### src/rtl/control_sequencer_pkg.sv
// Shared types and constants for the hardwired control sequencer: FSM states,
// opcode map, ALU operation codes and default IR field positions.
package cpu_ctrl_pkg;

  localparam int DEF_NUM_REGS    = 16;
  localparam int DEF_REG_FIELD_W = 4;
  localparam int DEF_OPCODE_W    = 5;
  localparam int DEF_IR_W        = 32;
  localparam int DEF_ALU_OP_W    = 4;
  localparam int DEF_MEM_TIMEOUT = 15;

  // IR field positions for the default 32-bit format
  localparam int OP_MSB = 31;
  localparam int OP_LSB = 27;
  localparam int RA_MSB = 26;
  localparam int RA_LSB = 23;
  localparam int RB_MSB = 22;
  localparam int RB_LSB = 19;
  localparam int RC_MSB = 18;
  localparam int RC_LSB = 15;

  typedef enum logic [3:0] {
    S_IDLE, S_T0, S_T1, S_T2, S_T3, S_T4, S_T5, S_T6, S_HALT, S_FAULT
  } state_t;

  typedef logic [4:0] opcode_t;

  localparam opcode_t OP_ADD  = 5'b00011;
  localparam opcode_t OP_SUB  = 5'b00100;
  localparam opcode_t OP_AND  = 5'b00101;
  localparam opcode_t OP_OR   = 5'b00110;
  localparam opcode_t OP_SHR  = 5'b00111;
  localparam opcode_t OP_SHRA = 5'b01000;
  localparam opcode_t OP_SHL  = 5'b01001;
  localparam opcode_t OP_ROR  = 5'b01010;
  localparam opcode_t OP_ROL  = 5'b01011;
  localparam opcode_t OP_MUL  = 5'b01110;
  localparam opcode_t OP_DIV  = 5'b01111;
  localparam opcode_t OP_NOP  = 5'b11010;
  localparam opcode_t OP_HALT = 5'b11011;

  typedef logic [3:0] alu_op_t;

  localparam alu_op_t ALU_ADD  = 4'd0;
  localparam alu_op_t ALU_SUB  = 4'd1;
  localparam alu_op_t ALU_AND  = 4'd2;
  localparam alu_op_t ALU_OR   = 4'd3;
  localparam alu_op_t ALU_SHR  = 4'd4;
  localparam alu_op_t ALU_SHRA = 4'd5;
  localparam alu_op_t ALU_SHL  = 4'd6;
  localparam alu_op_t ALU_ROR  = 4'd7;
  localparam alu_op_t ALU_ROL  = 4'd8;
  localparam alu_op_t ALU_MUL  = 4'd9;
  localparam alu_op_t ALU_DIV  = 4'd10;
  // PC increment during fetch T0
  localparam alu_op_t ALU_INC  = 4'd11;

  typedef enum logic [2:0] {
    CLS_ALU, CLS_MULDIV, CLS_NOP, CLS_HALT, CLS_ILLEGAL
  } instr_cls_t;

  function automatic instr_cls_t classify(input opcode_t op);
    case (op)
      OP_ADD, OP_SUB, OP_AND, OP_OR, OP_SHR,
      OP_SHRA, OP_SHL, OP_ROR, OP_ROL: return CLS_ALU;
      OP_MUL, OP_DIV:                  return CLS_MULDIV;
      OP_NOP:                          return CLS_NOP;
      OP_HALT:                         return CLS_HALT;
      default:                         return CLS_ILLEGAL;
    endcase
  endfunction

  function automatic alu_op_t alu_op_of(input opcode_t op);
    case (op)
      OP_SUB:  return ALU_SUB;
      OP_AND:  return ALU_AND;
      OP_OR:   return ALU_OR;
      OP_SHR:  return ALU_SHR;
      OP_SHRA: return ALU_SHRA;
      OP_SHL:  return ALU_SHL;
      OP_ROR:  return ALU_ROR;
      OP_ROL:  return ALU_ROL;
      OP_MUL:  return ALU_MUL;
      OP_DIV:  return ALU_DIV;
      default: return ALU_ADD;
    endcase
  endfunction

endpackage

### src/rtl/control_sequencer_if.sv
// Control bus between the sequencer (master) and the datapath (slave):
// run/stall/memory handshake and IR in, strobes, selects and status out.
interface control_sequencer_if #(
  parameter int NUM_REGS = 16,
  parameter int IR_W     = 32,
  parameter int ALU_OP_W = 4
);
  logic                Run;
  logic                Stall;
  logic                mem_ready;
  logic [IR_W-1:0]     IR;
  logic                PCout, MARin, IncPC, PCin;
  logic                Read, MDRin, MDRout;
  logic                IRin, Yin, Zin;
  logic                ZLOout, ZHIout, HIin, LOin;
  logic [NUM_REGS-1:0] Rout_sel;
  logic [NUM_REGS-1:0] Rin_sel;
  logic [ALU_OP_W-1:0] alu_op;
  logic                Done, Fault, Halted;

  modport master (
    input  Run, Stall, mem_ready, IR,
    output PCout, MARin, IncPC, PCin, Read, MDRin, MDRout, IRin, Yin, Zin,
           ZLOout, ZHIout, HIin, LOin, Rout_sel, Rin_sel, alu_op,
           Done, Fault, Halted
  );

  modport slave (
    output Run, Stall, mem_ready, IR,
    input  PCout, MARin, IncPC, PCin, Read, MDRin, MDRout, IRin, Yin, Zin,
           ZLOout, ZHIout, HIin, LOin, Rout_sel, Rin_sel, alu_op,
           Done, Fault, Halted
  );
endinterface

### src/rtl/control_sequencer_reg_select_decoder.sv
// Register index to one-hot select; an out-of-range index with enable set
// yields an all-zero select and raises oor.
module reg_select_decoder #(
  parameter int NUM_REGS = 16,
  parameter int IDX_W    = 4
) (
  input  logic [IDX_W-1:0]    idx,
  input  logic                en,
  output logic [NUM_REGS-1:0] sel,
  output logic                oor
);

  for (genvar i = 0; i < NUM_REGS; i++) begin : g_sel
    assign sel[i] = en && (int'(idx) == i);
  end

  assign oor = en && (int'(idx) >= NUM_REGS);

endmodule

### src/rtl/control_sequencer.sv
// Hardwired multi-cycle control unit: fetch with memory wait, ALU and MUL/DIV
// execute, NOP, HALT and fault handling, decoded from registered state and IR.
module control_sequencer
  import cpu_ctrl_pkg::*;
#(
  parameter int NUM_REGS    = 16,
  parameter int REG_FIELD_W = 4,
  parameter int OPCODE_W    = 5,
  parameter int IR_W        = 32,
  parameter int ALU_OP_W    = 4,
  parameter int MEM_TIMEOUT = 15
) (
  input logic                 Clock,
  input logic                 Clear,
  control_sequencer_if.master bus
);

  localparam int F_OP_LSB = IR_W - OPCODE_W;
  localparam int F_RA_LSB = F_OP_LSB - REG_FIELD_W;
  localparam int F_RB_LSB = F_RA_LSB - REG_FIELD_W;
  localparam int F_RC_LSB = F_RB_LSB - REG_FIELD_W;
  localparam int CNT_W    = $clog2(MEM_TIMEOUT + 1);

  state_t                 state, state_nxt;
  logic [CNT_W-1:0]       wait_cnt, wait_cnt_nxt;
  logic [OPCODE_W-1:0]    op;
  logic [REG_FIELD_W-1:0] ra, rb, rc;
  instr_cls_t             cls;
  logic                   is_md;
  logic                   fields_ok;
  alu_op_t                alu_code;
  logic                   rout_en, rin_en;
  logic [REG_FIELD_W-1:0] rout_idx, rin_idx;
  logic                   rout_oor, rin_oor;
  logic                   unused_ir;

  assign op        = bus.IR[IR_W-1 -: OPCODE_W];
  assign ra        = bus.IR[F_OP_LSB-1 -: REG_FIELD_W];
  assign rb        = bus.IR[F_RA_LSB-1 -: REG_FIELD_W];
  assign rc        = bus.IR[F_RB_LSB-1 -: REG_FIELD_W];
  assign unused_ir = ^bus.IR[F_RC_LSB-1:0];

  assign cls   = classify(opcode_t'(op));
  assign is_md = (cls == CLS_MULDIV);

  function automatic logic in_range(input logic [REG_FIELD_W-1:0] r);
    return int'(r) < NUM_REGS;
  endfunction

  // Only the fields an instruction actually uses are range-checked.
  assign fields_ok = (cls == CLS_ALU)    ? (in_range(ra) && in_range(rb) && in_range(rc)) :
                     (cls == CLS_MULDIV) ? (in_range(ra) && in_range(rb)) : 1'b1;

  always_ff @(posedge Clock) begin
    if (Clear) begin
      state    <= S_IDLE;
      wait_cnt <= '0;
    end else begin
      state    <= state_nxt;
      wait_cnt <= wait_cnt_nxt;
    end
  end

  always_comb begin
    state_nxt    = state;
    wait_cnt_nxt = wait_cnt;
    bus.PCout    = 1'b0;
    bus.MARin    = 1'b0;
    bus.IncPC    = 1'b0;
    bus.PCin     = 1'b0;
    bus.Read     = 1'b0;
    bus.MDRin    = 1'b0;
    bus.MDRout   = 1'b0;
    bus.IRin     = 1'b0;
    bus.Yin      = 1'b0;
    bus.Zin      = 1'b0;
    bus.ZLOout   = 1'b0;
    bus.ZHIout   = 1'b0;
    bus.HIin     = 1'b0;
    bus.LOin     = 1'b0;
    bus.Done     = 1'b0;
    alu_code     = ALU_ADD;
    rout_en      = 1'b0;
    rout_idx     = '0;
    rin_en       = 1'b0;
    rin_idx      = '0;

    unique case (state)
      S_IDLE: if (bus.Run && !bus.Stall) state_nxt = S_T0;
      S_T0: begin
        bus.PCout    = 1'b1;
        bus.MARin    = 1'b1;
        bus.IncPC    = 1'b1;
        bus.Zin      = 1'b1;
        alu_code     = ALU_INC;
        wait_cnt_nxt = '0;
        state_nxt    = S_T1;
      end
      S_T1: begin
        // Read/MDRin stay up for the whole wait; PC is written back only once.
        bus.ZLOout = 1'b1;
        bus.PCin   = (wait_cnt == '0);
        bus.Read   = 1'b1;
        bus.MDRin  = 1'b1;
        if (bus.mem_ready) begin
          state_nxt = S_T2;
        end else begin
          wait_cnt_nxt = wait_cnt + 1'b1;
          if (wait_cnt_nxt == CNT_W'(MEM_TIMEOUT)) state_nxt = S_FAULT;
        end
      end
      S_T2: begin
        bus.MDRout = 1'b1;
        bus.IRin   = 1'b1;
        state_nxt  = S_T3;
      end
      S_T3: begin
        case (cls)
          CLS_ALU, CLS_MULDIV: begin
            if (fields_ok) begin
              rout_en   = 1'b1;
              rout_idx  = is_md ? ra : rb;
              bus.Yin   = 1'b1;
              state_nxt = S_T4;
            end else begin
              state_nxt = S_FAULT;
            end
          end
          CLS_NOP: begin
            bus.Done  = 1'b1;
            state_nxt = S_IDLE;
          end
          CLS_HALT: state_nxt = S_HALT;
          default:  state_nxt = S_FAULT;
        endcase
      end
      S_T4: begin
        rout_en   = 1'b1;
        rout_idx  = is_md ? rb : rc;
        bus.Zin   = 1'b1;
        alu_code  = alu_op_of(opcode_t'(op));
        state_nxt = S_T5;
      end
      S_T5: begin
        bus.ZLOout = 1'b1;
        if (is_md) begin
          bus.LOin  = 1'b1;
          state_nxt = S_T6;
        end else begin
          rin_en    = 1'b1;
          rin_idx   = ra;
          bus.Done  = 1'b1;
          state_nxt = S_IDLE;
        end
      end
      S_T6: begin
        bus.ZHIout = 1'b1;
        bus.HIin   = 1'b1;
        bus.Done   = 1'b1;
        state_nxt  = S_IDLE;
      end
      S_HALT, S_FAULT: state_nxt = state;
      default:         state_nxt = S_IDLE;
    endcase
  end

  assign bus.alu_op = ALU_OP_W'(alu_code);
  assign bus.Fault  = (state == S_FAULT);
  assign bus.Halted = (state == S_HALT);

  reg_select_decoder #(.NUM_REGS(NUM_REGS), .IDX_W(REG_FIELD_W)) u_rout (
    .idx (rout_idx),
    .en  (rout_en),
    .sel (bus.Rout_sel),
    .oor (rout_oor)
  );

  reg_select_decoder #(.NUM_REGS(NUM_REGS), .IDX_W(REG_FIELD_W)) u_rin (
    .idx (rin_idx),
    .en  (rin_en),
    .sel (bus.Rin_sel),
    .oor (rin_oor)
  );

  // The T3 range check must keep every later select in range.
  assert property (@(posedge Clock) disable iff (Clear) !(rout_oor || rin_oor));

endmodule
### src/flat_wrapper.sv
// flat-port wrapper written by rule: the top's interface ports become plain ports
module control_sequencer_flat import cpu_ctrl_pkg::*;
#(
  parameter int NUM_REGS    = 16,
  parameter int REG_FIELD_W = 4,
  parameter int OPCODE_W    = 5,
  parameter int IR_W        = 32,
  parameter int ALU_OP_W    = 4,
  parameter int MEM_TIMEOUT = 15
)
  (Clock, Clear, bus_Run, bus_Stall, bus_mem_ready, bus_IR, bus_PCout, bus_MARin, bus_IncPC, bus_PCin, bus_Read, bus_MDRin, bus_MDRout, bus_IRin, bus_Yin, bus_Zin, bus_ZLOout, bus_ZHIout, bus_HIin, bus_LOin, bus_Rout_sel, bus_Rin_sel, bus_alu_op, bus_Done, bus_Fault, bus_Halted);
  control_sequencer_if #(.NUM_REGS(NUM_REGS), .IR_W(IR_W), .ALU_OP_W(ALU_OP_W)) bus_i ();
  input logic Clock;
  input logic Clear;
  input wire logic [$bits(bus_i.Run)-1:0] bus_Run;
  input wire logic [$bits(bus_i.Stall)-1:0] bus_Stall;
  input wire logic [$bits(bus_i.mem_ready)-1:0] bus_mem_ready;
  input wire logic [$bits(bus_i.IR)-1:0] bus_IR;
  output wire logic [$bits(bus_i.PCout)-1:0] bus_PCout;
  output wire logic [$bits(bus_i.MARin)-1:0] bus_MARin;
  output wire logic [$bits(bus_i.IncPC)-1:0] bus_IncPC;
  output wire logic [$bits(bus_i.PCin)-1:0] bus_PCin;
  output wire logic [$bits(bus_i.Read)-1:0] bus_Read;
  output wire logic [$bits(bus_i.MDRin)-1:0] bus_MDRin;
  output wire logic [$bits(bus_i.MDRout)-1:0] bus_MDRout;
  output wire logic [$bits(bus_i.IRin)-1:0] bus_IRin;
  output wire logic [$bits(bus_i.Yin)-1:0] bus_Yin;
  output wire logic [$bits(bus_i.Zin)-1:0] bus_Zin;
  output wire logic [$bits(bus_i.ZLOout)-1:0] bus_ZLOout;
  output wire logic [$bits(bus_i.ZHIout)-1:0] bus_ZHIout;
  output wire logic [$bits(bus_i.HIin)-1:0] bus_HIin;
  output wire logic [$bits(bus_i.LOin)-1:0] bus_LOin;
  output wire logic [$bits(bus_i.Rout_sel)-1:0] bus_Rout_sel;
  output wire logic [$bits(bus_i.Rin_sel)-1:0] bus_Rin_sel;
  output wire logic [$bits(bus_i.alu_op)-1:0] bus_alu_op;
  output wire logic [$bits(bus_i.Done)-1:0] bus_Done;
  output wire logic [$bits(bus_i.Fault)-1:0] bus_Fault;
  output wire logic [$bits(bus_i.Halted)-1:0] bus_Halted;
  assign bus_i.Run = bus_Run;
  assign bus_i.Stall = bus_Stall;
  assign bus_i.mem_ready = bus_mem_ready;
  assign bus_i.IR = bus_IR;
  assign bus_PCout = bus_i.PCout;
  assign bus_MARin = bus_i.MARin;
  assign bus_IncPC = bus_i.IncPC;
  assign bus_PCin = bus_i.PCin;
  assign bus_Read = bus_i.Read;
  assign bus_MDRin = bus_i.MDRin;
  assign bus_MDRout = bus_i.MDRout;
  assign bus_IRin = bus_i.IRin;
  assign bus_Yin = bus_i.Yin;
  assign bus_Zin = bus_i.Zin;
  assign bus_ZLOout = bus_i.ZLOout;
  assign bus_ZHIout = bus_i.ZHIout;
  assign bus_HIin = bus_i.HIin;
  assign bus_LOin = bus_i.LOin;
  assign bus_Rout_sel = bus_i.Rout_sel;
  assign bus_Rin_sel = bus_i.Rin_sel;
  assign bus_alu_op = bus_i.alu_op;
  assign bus_Done = bus_i.Done;
  assign bus_Fault = bus_i.Fault;
  assign bus_Halted = bus_i.Halted;
  control_sequencer #(.NUM_REGS(NUM_REGS), .REG_FIELD_W(REG_FIELD_W), .OPCODE_W(OPCODE_W), .IR_W(IR_W), .ALU_OP_W(ALU_OP_W), .MEM_TIMEOUT(MEM_TIMEOUT)) u_core (.Clock(Clock), .Clear(Clear), .bus(bus_i));
endmodule
### config.mk
export PLATFORM = sky130hd
export DESIGN_NAME = control_sequencer_flat
export DESIGN_NICKNAME = d
export VERILOG_FILES = /design/src/rtl/control_sequencer_pkg.sv /design/src/rtl/control_sequencer_if.sv /design/src/rtl/control_sequencer_reg_select_decoder.sv /design/src/rtl/control_sequencer.sv /design/src/flat_wrapper.sv
export SDC_FILE = /design/constraint.sdc
export NUM_CORES = 1
export LEC_CHECK = 0
export ABC_AREA = 0
export BUFFER_PORTS_ARGS = -buffer_cell sky130_fd_sc_hd__buf_2
export CORE_UTILIZATION = 30
export CTS_CLUSTER_DIAMETER = 40
export DETAILED_ROUTE_END_ITERATION = 12
export GPL_TIMING_DRIVEN = 1
export PLACE_DENSITY = 0.69
export SETUP_SLACK_MARGIN = 0.5
export SLEW_MARGIN = 40
export SYNTH_ARGS = -nofsm -noshare
export SYNTH_HDL_FRONTEND = slang
export SYNTH_SLANG_ARGS = --single-unit
### constraint.sdc
create_clock -name Clock -period 4.5 [get_ports Clock]
set_input_delay 0.225 -clock Clock [delete_from_list [all_inputs] [get_ports Clock]]
set_output_delay 0.225 -clock Clock [all_outputs]
set_load 0.05 [all_outputs]
==> impl_metrics.sql <==
INSERT INTO impl_metrics (metric_group, metric, value, unit) VALUES
('critical_path', 'critical_path_class', 'reg2out', ''),
('status', 'result_of_the_run', 'completed', ''),
('yosys', 'synth_cell_type_count', '48', ''),
('power', 'report.power.total', '0.0004333', 'W'),
('clock_network', 'cts.reportedPaths.clkPinSlew', '0.05', 'ns'),
('sta', 'tightest_slew', '0.4761', 'ns'),
('global_routing', 'maximum_number_of_pins_on_one_net_before_global_route_repair', '18', ''),
('sta', 'report.final.setup_viol', '0', ''),
('power', 'ir_drop', '187.3', 'uV'),
('clock_network', 'cts-root-to-sink-buffers', '2', ''),
('sta', 'slew_viol_final', '0', ''),
('final_layout', 'synthToLayoutAreaGrowth', '30.43', '%'),
('global_routing', 'initial_antenna_violation_count', '0', ''),
('clock_network', 'cts_repair_resize_count', '0', ''),
('sta', 'fin_worst_skew', '0.008512', 'ns'),
('sta', 'timing.final.hold_violations', '0', ''),
('yosys', 'mappedNetlistNets', '248', ''),
('route', 'drc', '0', ''),
('placement', 'dpl.cell_count', '313', ''),
('global_routing', 'grt_pass1_vias', '1303', ''),
('clock_network', 'cts_tree', 'done', ''),
('floorplan', 'placeableCoreArea', '4058', 'um2'),
('hold_path', 'holdCritPathClass', 'in2reg', ''),
('clock_network', 'cts_hold_repair.buffers', '0', ''),
('clock_network', 'worst_skew_pair.late_latency', '0.24', 'ns'),
('sta', 'fin_crit', '3.474', 'ns'),
('placement', 'hpwl', '2936', 'um'),
('critical_path', 'crit_fanout', '13', ''),
('sta', 'timing.fmax', '287.8', 'MHz'),
('clock_network', 'clkSinkCount', '8', ''),
('floorplan', 'die_width', '67.61', 'um'),
('power', 'cellPowerDensity', '257.3', 'nW/um2'),
('route', 'vias', '1614', ''),
('critical_path', 'crit_path_arrival_time', '3.25', 'ns'),
('placement', 'port_buffers', '74', ''),
('yosys', 'syn-cell-area', '1291', 'um2'),
('floorplan', 'fp.dieArea', '4570', 'um2'),
('final_layout', 'layout-drive-gt1-share', '31.58', '%'),
('critical_path', 'worst_setup_path_end_kind', 'output port', ''),
('sta', 'max-slew-margin-rel', '68.16', '%'),
('floorplan', 'floorplan.rows', '23', ''),
('yosys', 'postSynthRegisterBits', '8', ''),
('global_routing', 'grt_use_total', '16.19', '%'),
('critical_path', 'worst-endpoint-required', '4.28', 'ns'),
('route', 'drt_pre_antenna_iters', '4', ''),
('final_layout', 'insertedDiodeCount', '0', ''),
('sta', 'timing.setup.tns', '0', 'ns'),
('placement', 'place_worst_setup_slack', '1.267', 'ns'),
('route', 'viasPerCell', '5.108', ''),
('final_layout', 'fin_cells', '316', ''),
('floorplan', 'initial_utilization', '31.82', '%'),
('critical_path', 'crit_chain', 'or4b_4, or4b_1, o32a_1, or4_4, nor2_1, buf_2', ''),
('final_layout', 'num-nets-final', '311', ''),
('route', 'drt-initial-drc-count', '56', ''),
('yosys', 'synthesis.area_per_instance', '6.299', 'um2'),
('sta', 'rsz0062_at_grt', 'no', ''),
('yosys', 'ys.warnings.count', '0', ''),
('critical_path', 'critical_path.slowest_cell', 'or4b_1', ''),
('power', 'cellLeakagePower', '0.8453', 'nW'),
('sta', 'hold-worst-slack', '0.2820', 'ns'),
('final_layout', 'fillCellCount', '447', ''),
('floorplan', 'pin_count', '90', ''),
('clock_network', 'cts_setup_buffers', '0', ''),
('global_routing', 'gr-total-overflow', '0', ''),
('critical_path', 'timing.critical_path.slowest_cell_delay', '0.66', 'ns'),
('route', 'antenna_left', '0', ''),
('yosys', 'synth_enable_flop_cells', '0', ''),
('sta', 'fin_crit_sh', '77.20', '%'),
('placement', 'placer_congestion_estimate', '0.8240', ''),
('clock_network', 'number_of_buffers_inserted_during_clock_tree_synthesis', '3', ''),
('flow_run', 'drv_cap', '0', ''),
('route', 'routed_wirelength', '3716', 'um'),
('global_routing', 'grt_first_pass_wirelength', '5685', 'um'),
('yosys', 'sequential_element_share_of_the_synthesized_area', '12.40', '%'),
('yosys', 'asyncSetResetFlopFracSynth', '0', '%'),
('clock_network', 'clock_tree.root_cell', 'clkbuf_8', ''),
('clock_network', 'htreeDepth', '1', ''),
('route', 'drt-wirelength-per-cell', '11.76', 'um'),
('sta', 'finalWorstSetupSlack', '1.026', 'ns'),
('floorplan', 'floorplan.die.height', '67.61', 'um'),
('yosys', 'synth_top_flop_cell', 'dfxtp_1', ''),
('critical_path', 'crit_path_start_kind', 'register', ''),
('yosys', 'syn-instance-count', '205', '');
==> kinds of logic after synthesis <==
family,share of synthesized area (%)
xor gates and xnor gates,0.6784
muxes,3.876
DFF,12.40
buffers and inverters,10.37
and+or+nand+nor,46.03
adders and majority gates,5.814
AOI/OAI and AO/OA,20.83
==> through the flow <==
| step | util (%) | area, um2 |
|---|---|---|
| 6_report | 41.50 | 1684 |
| 3_5_place_dp | 40.49 | 1643 |
| 2_1_floorplan | - | 1291 |
| 5_1_grt | 41.50 | 1684 |
| 4_1_cts | 41.50 | 1684 |
| 3_3_place_gp | 40.49 | 1643 |
==> worst paths after layout <==
check / end / slack [ns] / cells past startpoint / start
max reg2reg: u_core.state[2] / 2.34 / 4 / u_core.state[0]
min: u_core.state[2] / 0.28 / 2 / Clear
max: bus_Rout_sel[10] / 1.03 / 6 / u_core.state[0]
min reg2reg: u_core.wait_cnt[1] / 0.56 / 2 / u_core.wait_cnt[1]
==> worst max-delay path: cells and delay by family (launching register included) <==
family | cells | cell delay (ns)
compound gates | 1 | 0.41
buf+inv | 1 | 0.26
flops | 1 | 0.41
simple gates | 4 | 1.92
==> where the power goes <==
part | internal, W | switching [W]
registers | 0.0000781 | 0.0000184
logic | 0.0000671 | 0.000177
clock network | 0.0000585 | 0.0000343
==> cells in the mapped netlist (all sizes together) (4+ instances only) <==
master,number,share of area (%)
a31oi,4,1.9
nor2,46,13
nand3,6,2.3
ha,6,5.8
nor3,12,4.7
inv,14,4.1
nand2b,10,4.8
o32ai,4,2.7
nand2,15,4.4
clkbuf,9,2.7
dfxtp,8,12
or4b,4,3.4
o21ai,9,3.5
buf,7,3.6
a21oi,7,2.7
mux2i,5,3.9
==> layout make-up <==
cell class	instances	area (um2)	share of cell area (%)
multi-input combinational	167	997.2	59.21
timing repair buffer	74	370.4	21.99
sequential	8	160.2	9.510
tap	50	62.56	3.715
inverter	14	52.55	3.120
clock buffer	3	41.29	2.452
==> routing by layer <==
metal | part of all wire, % | track usage (%) | vias to the layer above
met5 | 0 | 0 | -
met4 | 1.5 | 5.851 | 0
met3 | 6.5 | 3.041 | 7
met2 | 45 | 27.48 | 59
met1 | 47 | 20.02 | 709
li1 | - | - | 839
==> sequential cells by signal, summed over array words and instances, names as in the netlist <==
signal,flops
u_core.wait_cnt,4
u_core.state,4
==> cells in the final DEF, fill, tap and decap left out, types with 2 or more instances in the layout <==
cell type	count
nand3b_1	3
a21oi_1	7
clkbuf_8	3
o32ai_1	4
nor3_1	12
nor2_1	46
nand3_1	6
inv_1	14
nand2b_1	10
buf_2	74
o21ai_0	9
mux2i_1	5
nor2b_1	3
o31ai_1	2
a22oi_1	2
a31o_2	2
nand4b_1	2
nand2_1	15
nor3b_1	2
and4b_1	2
or4b_2	2
ha_1	6
a31oi_1	4
dfxtp_1	8
or3_1	3
Note: power is estimated with default switching activity, not from simulation.
